--- src/rtl/csr_unit.sv ---
// rtl/csr_unit.sv - machine-mode CSR file and trap/MRET sequencer for the RV32 pipeline
//
// Ports:
//   clk, rst_n      clock, synchronous active-low reset
//   csr_addr        CSR address from inst[31:20]
//   csr_wdata       write operand (rs1 value)
//   csr_reg_rd      CSRRS-type read strobe
//   csr_reg_wr      CSRRW write strobe
//   is_mret         MRET strobe
//   instr_valid     current instruction is real (not a bubble/flush)
//   pc_in           PC of the current instruction
//   ext_irq         asynchronous external interrupt level
//   timer_irq       asynchronous timer interrupt level
//   csr_rdata       combinational CSR read data
//   epc_taken       registered PC-redirect strobe
//   epc_out         registered redirect target
//   trap_busy       high in TRAP or RET state; pipeline flushes
module csr_unit #(
    parameter logic [31:0] RESET_MTVEC  = 32'h0000_0000,
    parameter int          NUM_IRQ_SYNC = 2
) (
    input  logic        clk,
    input  logic        rst_n,
    input  logic [11:0] csr_addr,
    input  logic [31:0] csr_wdata,
    input  logic        csr_reg_rd,
    input  logic        csr_reg_wr,
    input  logic        is_mret,
    input  logic        instr_valid,
    input  logic [31:0] pc_in,
    input  logic        ext_irq,
    input  logic        timer_irq,
    output logic [31:0] csr_rdata,
    output logic        epc_taken,
    output logic [31:0] epc_out,
    output logic        trap_busy
);

    localparam logic [11:0] ADDR_MSTATUS = 12'h300;
    localparam logic [11:0] ADDR_MIE     = 12'h304;
    localparam logic [11:0] ADDR_MTVEC   = 12'h305;
    localparam logic [11:0] ADDR_MEPC    = 12'h341;
    localparam logic [11:0] ADDR_MCAUSE  = 12'h342;
    localparam logic [11:0] ADDR_MIP     = 12'h344;
    localparam logic [11:0] ADDR_MCYCLE  = 12'hB00;
    localparam logic [11:0] ADDR_MCYCLEH = 12'hB80;

    // A depth below one would leave the irqs unsynchronized.
    localparam int SYNC_DEPTH = (NUM_IRQ_SYNC < 1) ? 1 : NUM_IRQ_SYNC;

    typedef enum logic [1:0] {
        S_IDLE,
        S_TRAP,
        S_RET
    } state_t;

    state_t state;
    state_t state_next;

    logic [SYNC_DEPTH-1:0] ext_sync;
    logic [SYNC_DEPTH-1:0] timer_sync;
    logic                  meip;
    logic                  mtip;

    logic        mstatus_mie;
    logic        mstatus_mpie;
    logic        mie_mtie;
    logic        mie_meie;
    logic [29:0] mtvec_base;
    logic        mtvec_mode;
    logic [29:0] mepc;
    logic [31:0] mcause;
    logic [63:0] mcycle;

    logic [31:0] mstatus_val;
    logic [31:0] mie_val;
    logic [31:0] mip_val;
    logic [31:0] mtvec_val;
    logic        pend;
    logic [3:0]  cause;
    logic        is_idle;
    logic        mret_take;
    logic        trap_take;
    logic        wr_en;
    logic [31:0] trap_target;

    // pc_in is word aligned; its low bits never reach a register.
    logic unused_pc_bits;
    assign unused_pc_bits = ^pc_in[1:0];

    // ---------------------------------------------------------------
    // irq synchronizers
    // ---------------------------------------------------------------
    always_ff @(posedge clk) begin
        if (!rst_n) begin
            ext_sync   <= '0;
            timer_sync <= '0;
        end else begin
            ext_sync[0]   <= ext_irq;
            timer_sync[0] <= timer_irq;
            for (int i = 1; i < SYNC_DEPTH; i++) begin
                ext_sync[i]   <= ext_sync[i-1];
                timer_sync[i] <= timer_sync[i-1];
            end
        end
    end

    assign meip = ext_sync[SYNC_DEPTH-1];
    assign mtip = timer_sync[SYNC_DEPTH-1];

    // ---------------------------------------------------------------
    // CSR views and trap decision
    // ---------------------------------------------------------------
    assign mstatus_val = {24'd0, mstatus_mpie, 3'd0, mstatus_mie, 3'd0};
    assign mie_val     = {20'd0, mie_meie, 3'd0, mie_mtie, 7'd0};
    assign mip_val     = {20'd0, meip, 3'd0, mtip, 7'd0};
    assign mtvec_val   = {mtvec_base, 1'b0, mtvec_mode};

    assign pend  = mstatus_mie & (|(mip_val & mie_val));
    assign cause = (meip & mie_meie) ? 4'd11 : 4'd7;

    assign is_idle   = (state == S_IDLE);
    // MRET wins over a pending interrupt in the same cycle.
    assign mret_take = is_idle & is_mret & instr_valid;
    assign trap_take = is_idle & ~mret_take & pend & instr_valid;
    // A trap flushes the instruction, so its CSR write must not land.
    assign wr_en     = is_idle & csr_reg_wr & instr_valid & ~trap_take & ~mret_take;

    assign trap_target = mtvec_mode ? ({mtvec_base, 2'b00} + {26'd0, cause, 2'b00})
                                    : {mtvec_base, 2'b00};

    // Combinational read; in a write cycle this is the pre-write value.
    always_comb begin
        csr_rdata = 32'd0;
        if ((csr_reg_rd | csr_reg_wr) & instr_valid) begin
            case (csr_addr)
                ADDR_MSTATUS: csr_rdata = mstatus_val;
                ADDR_MIE:     csr_rdata = mie_val;
                ADDR_MTVEC:   csr_rdata = mtvec_val;
                ADDR_MEPC:    csr_rdata = {mepc, 2'b00};
                ADDR_MCAUSE:  csr_rdata = mcause;
                ADDR_MIP:     csr_rdata = mip_val;
                ADDR_MCYCLE:  csr_rdata = mcycle[31:0];
                ADDR_MCYCLEH: csr_rdata = mcycle[63:32];
                default:      csr_rdata = 32'd0;
            endcase
        end
    end

    // ---------------------------------------------------------------
    // FSM
    // ---------------------------------------------------------------
    always_ff @(posedge clk) begin
        if (!rst_n) begin
            state <= S_IDLE;
        end else begin
            state <= state_next;
        end
    end

    always_comb begin
        state_next = state;
        trap_busy  = 1'b0;
        case (state)
            S_IDLE: begin
                if (mret_take) begin
                    state_next = S_RET;
                end else if (trap_take) begin
                    state_next = S_TRAP;
                end
            end
            S_TRAP: begin
                trap_busy  = 1'b1;
                state_next = S_IDLE;
            end
            S_RET: begin
                trap_busy  = 1'b1;
                state_next = S_IDLE;
            end
            default: begin
                state_next = S_IDLE;
            end
        endcase
    end

    // Redirect is registered on the same edge that enters TRAP/RET, so it
    // is visible for exactly the one cycle spent in that state.
    always_ff @(posedge clk) begin
        if (!rst_n) begin
            epc_taken <= 1'b0;
            epc_out   <= 32'd0;
        end else begin
            epc_taken <= trap_take | mret_take;
            if (trap_take) begin
                epc_out <= trap_target;
            end else if (mret_take) begin
                epc_out <= {mepc, 2'b00};
            end
        end
    end

    // ---------------------------------------------------------------
    // CSR state
    // ---------------------------------------------------------------
    always_ff @(posedge clk) begin
        if (!rst_n) begin
            mstatus_mie  <= 1'b0;
            mstatus_mpie <= 1'b0;
        end else if (mret_take) begin
            mstatus_mie  <= mstatus_mpie;
            mstatus_mpie <= 1'b1;
        end else if (trap_take) begin
            mstatus_mpie <= mstatus_mie;
            mstatus_mie  <= 1'b0;
        end else if (wr_en && csr_addr == ADDR_MSTATUS) begin
            mstatus_mie  <= csr_wdata[3];
            mstatus_mpie <= csr_wdata[7];
        end
    end

    always_ff @(posedge clk) begin
        if (!rst_n) begin
            mie_mtie   <= 1'b0;
            mie_meie   <= 1'b0;
            mtvec_base <= RESET_MTVEC[31:2];
            mtvec_mode <= RESET_MTVEC[0];
        end else if (wr_en) begin
            if (csr_addr == ADDR_MIE) begin
                mie_mtie <= csr_wdata[7];
                mie_meie <= csr_wdata[11];
            end
            if (csr_addr == ADDR_MTVEC) begin
                mtvec_base <= csr_wdata[31:2];
                mtvec_mode <= csr_wdata[0];
            end
        end
    end

    always_ff @(posedge clk) begin
        if (!rst_n) begin
            mepc   <= 30'd0;
            mcause <= 32'd0;
        end else if (trap_take) begin
            mepc   <= pc_in[31:2];
            mcause <= {1'b1, 27'd0, cause};
        end else if (wr_en) begin
            if (csr_addr == ADDR_MEPC) begin
                mepc <= csr_wdata[31:2];
            end
            if (csr_addr == ADDR_MCAUSE) begin
                mcause <= csr_wdata;
            end
        end
    end

    // A software write to either half replaces it and skips that cycle's tick.
    always_ff @(posedge clk) begin
        if (!rst_n) begin
            mcycle <= 64'd0;
        end else if (wr_en && csr_addr == ADDR_MCYCLE) begin
            mcycle[31:0] <= csr_wdata;
        end else if (wr_en && csr_addr == ADDR_MCYCLEH) begin
            mcycle[63:32] <= csr_wdata;
        end else begin
            mcycle <= mcycle + 64'd1;
        end
    end

endmodule

--- config.mk ---
export PLATFORM = sky130hd
export DESIGN_NAME = csr_unit
export DESIGN_NICKNAME = d
export VERILOG_FILES = /design/src/rtl/csr_unit.sv
export SDC_FILE = /design/constraint.sdc
export NUM_CORES = 1
export LEC_CHECK = 0
export CAP_MARGIN = 20
export CORE_AREA = 2 2 151 190
export CTS_CLUSTER_DIAMETER = 100
export DETAILED_ROUTE_END_ITERATION = 8
export DIE_AREA = 0 0 153 192
export PLACE_DENSITY = 0.63
export SLEW_MARGIN = 20
export SYNTH_ARGS = -nofsm -noshare
export SYNTH_HDL_FRONTEND = slang
export SYNTH_SLANG_ARGS = --single-unit
--- constraint.sdc ---
create_clock -name clk -period 4.5 [get_ports clk]
set_input_delay 1.35 -clock clk [delete_from_list [all_inputs] [get_ports clk]]
set_output_delay 1.35 -clock clk [all_outputs]
set_load 0.03 [all_outputs]
==> reports/qor.yml, run 1 <==
die_w_microns: 153
synth_ff_type: "dfxtp_1"
ys_seq_area_frac: 0.364
antenna_found_initial: 1
fin_crit_ns: 4.79
max_freq_mhz: 209
ys_types: 72
grt_max_degree: 68
hold_ws_ns: 0.429
rsz0062_at_grt: "true"
fin_cells: 1948
hold_path_class: "reg2reg"
yosys.area.top_type: "dfxtp_1"
first_pass_iters: 9
final_max_slew_viol_count: 0
drive_gt1_frac: 0.153
fin_nets: 1673
insertion_delay_ns: 0.45
remaining_drc_errors: 15
cts_tree: "done"
synth_top_area_frac: 0.364
status: "complete, but fails checks"
cap_violations: 0
cts.reportedPaths.clkPinSlew_ns: 0.07
worstPathMaxFanout: 8
start_util: 0.396
grt_pass1_vias: 11400
synthTopCellsByArea: "dfxtp_1 (36%), nand2_1 (9.9%), a21oi_1 (7.2%)"
ant_nets: 0
drt-total-wl_mm: 45.1
p_total_w: 0.00361
area_delta_synth_final_pct: 36.3
dp_hpwl_mm: 29.8
htree_levels: 4
ys_warn_count: 0
routedWlPerCell_microns: 23.2
crit_path_top_delay_cell: "or4_4"
worstSetupEndpointType: "output pin"
grt_usage: 0.295
cts_root_buffer: "clkbuf_16"
vias: 12200
viasPerCell: 6.26
crit_required_ns: 3.15
cts_buffers: 17
row_count: 68
path_cells: "buf_6 -> or4_4 -> buf_6 -> nor3b_4 -> and2_4 -> buf_12 -> a222oi_1 -> buf_4 -> a31oi_4 -> buf_12"
drt-initial-drc-count: 1600
grt_pass1_wl_mm: 67.4
critPathLaunchType: "primary input"
postPlaceCellArea_sq_mm: 0.0138
cts_sinks: 198
ir_worst_vdd_mv: 0.248
setup_viol: 32
die_y_microns: 192
cts_buffer_depth: 2
place_congestion: 0.956
power_density_mw_per_mm2: 243
slowest_delay_ns: 0.56
grt_overflow: 0
hold_buffers: 0
setup_ws_ns: -0.286
critPathKind: "in2out"
cp.arrival_ns: 3.44
violations: "DRC, setup timing"
netlist_instances: 1437
final_area_sq_mm: 0.0148
hold_viol_final: 0
synthesis.area_sq_mm: 0.0109
ys_ff_latch: 198
pre_cts_ws_ns: -0.540
core_sq_mm: 0.0275
slew_headroom: 0.305
final.period_utilization: 1.06
synth_area_per_cell_sq_um: 7.57
portBuffers: 145
design.portCount: 150
synth_edf_count: 0
dp.cells: 1894
p_leak_nw: 4.77
die_area_sq_mm: 0.0294
tightest_slew_ns: 1.03
clock_skew_ns: 0.0111
ys_async_sr_fraction: 0
## per-layer routing
metal,up-vias,GRT usage,wire length (microns)
met1,5789,0.394,18300
met5,-,0,0
li1,5584,-,-
met3,131,0.0431,4140
met2,681,0.473,20800
met4,0,0.133,1910
## path summary, 6_finish.rpt
kind	end	depth (start not counted)	startpoint	slack [ns]
setup reg to reg	mcycle[35]$_SDFFE_PN0N_	5	mcycle[4]$_SDFFE_PN0P_	1.64
hold reg to reg	timer_sync[1]$_SDFF_PN0_	1	timer_sync[0]$_SDFF_PN0_	0.43
hold / removal	timer_sync[1]$_SDFF_PN0_	1	timer_sync[0]$_SDFF_PN0_	0.43
setup / recovery	csr_rdata[29]	10	csr_addr[3]	-0.29
## flip-flops by register name, indices dropped and copies added, names as in the netlist, 2 cells and up
| name | cells |
|---|---|
| mepc | 30 |
| mcause | 32 |
| state | 2 |
| ext_sync | 2 |
| timer_sync | 2 |
| mtvec_base | 30 |
| epc_out | 30 |
| mcycle | 64 |
## cell families (layout without fill, tap and decap cells)
family                   after synthesis  in the layout  synth area share
adder cells (fa/ha/maj)                3              3           0.00345
other                                  1              3          0.000345
flip-flops                           198            198             0.364
multiplexers                          37             37            0.0343
AO/OA/AOI/OAI                        424            424             0.247
XOR/XNOR                              43             43            0.0346
AND/OR/NAND/NOR                      595            595             0.266
buffers and inverters                136            295            0.0498
## cells in the mapped netlist (27+ instances only)
cell type / count
nor2_1: 65
o21ai_0: 69
dfxtp_1: 198
clkbuf_1: 90
a222oi_1: 31
nand3_1: 54
nand2_1: 286
nand4_1: 27
nor3_1: 40
a31oi_1: 46
xnor2_1: 31
mux2i_1: 35
a21oi_1: 157
and3_1: 28
## stage by stage
stage | setup TNS (ns) | utilization
detailed placement | -15.36 | 0.501
CTS | -5.88 | 0.539
finish | -7.36 | 0.540
global route | -8.27 | 0.540
floorplan | -0.271 | -
global placement | -15.01 | 0.501
## worst max-delay path: cells and delay by family
family          cells  cell delay (ns)
compound gates      2             0.27
simple gates        3             1.05
buf+inv             5             0.75
## power breakdown
group          total, W  switching, W  internal [W]
clock           0.00161      0.000723      0.000884
sequential      0.00176    0.00000547       0.00176
combinational  0.000236      0.000139     0.0000980
total           0.00361      0.000867       0.00274
## final cells by class
cell class / count / area [sq um]
Timing Repair Buffer: 245 / 2770
Clock inverter: 12 / 156
Sequential cell: 198 / 3960
Inverter: 20 / 76.3
Antenna cell: 1 / 2.50
Tap cell: 350 / 438
Multi-Input combinational cell: 1104 / 6990
Fill cell: 2569 / 12600
Clock buffer: 18 / 439
## layout by cell type (no fill, tap or decap), types with 5 or more instances in the layout
master	n
o21a_1	7
nand4_1	27
a31oi_1	16
xnor2_1	31
and3_1	27
a21oi_1	156
a22oi_1	21
or3_1	10
inv_1	19
a211oi_1	14
a222oi_1	31
nand2_1	285
a31oi_4	30
or4_1	9
o21ai_0	69
xor2_1	12
o211ai_1	11
nor4b_1	5
buf_2	6
mux2i_1	35
o31a_1	5
nor3_1	40
dfxtp_1	198
clkbuf_16	19
a311oi_1	5
clkdlybuf4s50_1	100
and2_1	13
nor4_1	14
a221oi_1	20
o22ai_1	10
buf_6	16
nand3_1	53
nor2_1	62
and4_1	6
buf_4	72
buf_12	38
## what timing repair did
item,CTS,global route
pin swaps,24,24
cloned,6,2
endpoints found under the setup margin,32,32
buffers inserted,26,4
gates resized for setup,71,10
Power figures use the tool's default switching activity.
==> inputs of run 2 (changes only) <==
==> constraint.sdc (replaced) <==
create_clock -name clk -period 5.6 [get_ports clk]
set_input_delay 1.68 -clock clk [delete_from_list [all_inputs] [get_ports clk]]
set_output_delay 1.68 -clock clk [all_outputs]
set_load 0.03 [all_outputs]
==> reports/qor.yml, run 2 (synthesis results as in run 1) <==
cts_buffer_depth: 2  # unchanged
dr_wl_met2_mm: 20.6  # was 20.8 mm
antenna_found_initial: 0  # was 1
setup_ws_ns: 0.0599  # was -0.286 ns
fin_cells: 1930  # was 1948
clock_skew_ns: 0.0189  # was 0.0111 ns
htree_levels: 4  # unchanged
worstSetupEndpointType: "output pin"  # unchanged
layout_commonest_cell: "nand2_1"  # unchanged
hold_viol_final: 0  # unchanged
drt-total-wl_mm: 42.7  # was 45.1 mm
dp_hpwl_mm: 29.5  # was 29.8 mm
fin_nets: 1654  # was 1673
rsz0062_at_grt: "false"  # was true
crit_required_ns: 3.92  # was 3.15 ns
hold_buffers: 0  # unchanged
fillCellCount: 2662  # was 2569
route.met3.wl_mm: 3.27  # was 4.14 mm
max_freq_mhz: 181
core_sq_mm: 0.0275  # unchanged
grt_pass1_vias: 11200  # was 11400
first_pass_iters: 7  # was 9
drt-initial-drc-count: 1409  # was 1600
tightest_slew_ns: 1.17  # was 1.03 ns
critPathLaunchType: "primary input"  # unchanged
status: "finished, final reports clean"  # was complete, but fails checks
cts_root_buffer: "clkbuf_16"  # unchanged
routedWlPerCell_microns: 22.1  # was 23.2 microns
portBuffers: 145  # unchanged
row_count: 68  # unchanged
final_max_slew_viol_count: 0  # unchanged
start_util: 0.396  # unchanged
power_density_mw_per_mm2: 204  # was 243 mW/mm^2
cts_sinks: 198  # unchanged
cp.arrival_ns: 3.86  # was 3.44 ns
antenna_cells: 0  # was 1
die_area_sq_mm: 0.0294  # unchanged
largest_reg_flops: 64  # unchanged
fin_crit_ns: 5.54
final.setup.tns_ns: 0  # was -7.36 ns
ir_worst_vdd_mv: 0.166  # was 0.248 mV
drive_gt1_frac: 0.120  # was 0.153
regMostFlops: "mcycle"  # unchanged
reg.largest.list: "mcycle x64, mcause x32"  # unchanged
die_y_microns: 192  # unchanged
final.period_utilization: 0.989
cts_tree: "done"  # unchanged
ant_nets: 0  # unchanged
p_leak_nw: 4.65  # was 4.77 nW
hold_path_class: "reg2reg"  # unchanged
grt_usage: 0.286  # was 0.295
slew_headroom: 0.212  # was 0.305
grt_pass1_wl_mm: 65.8  # was 67.4 mm
cts.reportedPaths.clkPinSlew_ns: 0.07  # about the same
setup_viol: 0  # was 32
remaining_drc_errors: 0  # was 15
vias: 12000  # was 12200
pre_cts_ws_ns: -0.206  # was -0.540 ns
grt_max_degree: 88  # was 68
wl_met1_mm: 17.4  # was 18.3 mm
viasPerCell: 6.19  # was 6.26
worstPathMaxFanout: 5  # was 8
top_layer_used: "met4"  # unchanged
grt_overflow: 0  # unchanged
dp.cells: 1887  # was 1894
area_delta_synth_final_pct: 28.8  # was 36.3%
cts_buffers: 17  # unchanged
place_congestion: 0.949  # was 0.956
cap_violations: 0  # unchanged
final_cell_mix: "nand2_1 (284), dfxtp_1 (198), a21oi_1 (157)"  # was nand2_1 (285), dfxtp_1 (198), a21oi_1 (156)
critPathKind: "in2out"  # unchanged
die_w_microns: 153  # unchanged
design.portCount: 150  # unchanged
insertion_delay_ns: 0.46  # was 0.45 ns
run 2: cell count changes in the layout (fill, tap and decap cells not counted), sizes merged, moves of 2 or more:
| cell | before | now |
|---|---|---|
| buf | 137 | 114 |
| inv | 19 | 26 |
| clkbuf | 21 | 25 |
| clkinvlp | 4 | 0 |
| dlymetal6s2s | 0 | 4 |
| clkinv | 6 | 3 |
| dlygate4sd2 | 1 | 4 |
| bufinv | 3 | 1 |
| clkdlybuf4s15 | 3 | 1 |
run 2: layout make-up:
type	count	area [sq um]	area share
Multi-Input combinational cell	1104	6550	0.467
Tap cell	350	438	0.0312
Clock inverter	10	108	0.00768
Inverter	20	76.3	0.00545
Timing Repair Buffer	226	2410	0.172
Clock buffer	22	474	0.0338
Sequential cell	198	3960	0.283
run 2: routing by layer:
metal | global-route usage | vias to the layer above
met5 | 0 | -
met4 | 0.115 | 0
met3 | 0.0451 | 113
met2 | 0.482 | 569
met1 | 0.366 | 5734
li1 | - | 5539
run 2: timing repair:
action | CTS | global route
resized for setup | 47 | 14
setup buffers | 6 | 1
setup endpoints to repair | 32 | 31
cloned | 5 | 0
pin swaps | 11 | 9
run 2: metrics by stage:
step	total power, W	instance area (sq um)	hold slack, ns	utilization
floorplan	0.00150	10900	0.412	-
global placement	0.00162	13100	0.421	0.475
detailed placement	0.00162	13100	0.424	0.475
CTS	0.00286	14000	0.443	0.510
global route	0.00293	14000	0.459	0.510
finish	0.00286	14000	0.439	0.510
run 2: path summary, 6_finish.rpt:
path	start	to	depth (start not counted)	slack, ns
max	csr_addr[6]	csr_rdata[5]	12	0.06
min	timer_sync[0]$_SDFF_PN0_	timer_sync[1]$_SDFF_PN0_	1	0.44
max reg2reg	state[1]$_SDFFE_PN0P_	mcycle[39]$_SDFFE_PN0N_	9	2.59
min reg2reg	timer_sync[0]$_SDFF_PN0_	timer_sync[1]$_SDFF_PN0_	1	0.44
run 2: critical path, stage by stage:
cell and delay [ns]:
clkbuf_2 0.09, or4_4 0.55, buf_6 0.14, buf_4 0.13, nor3b_4 0.21, and2_4 0.25, buf_12 0.12, buf_16 0.10
a222oi_1 0.13, a31oi_1 0.18, buf_4 0.15, buf_12 0.11
run 2: where the power goes:
| part | switching, W | leakage [nW] | internal [W] |
|---|---|---|---|
| registers | 0.00000437 | 1.60 | 0.00141 |
| clock network | 0.000599 | 0.289 | 0.000662 |
| logic | 0.000108 | 2.76 | 0.0000747 |
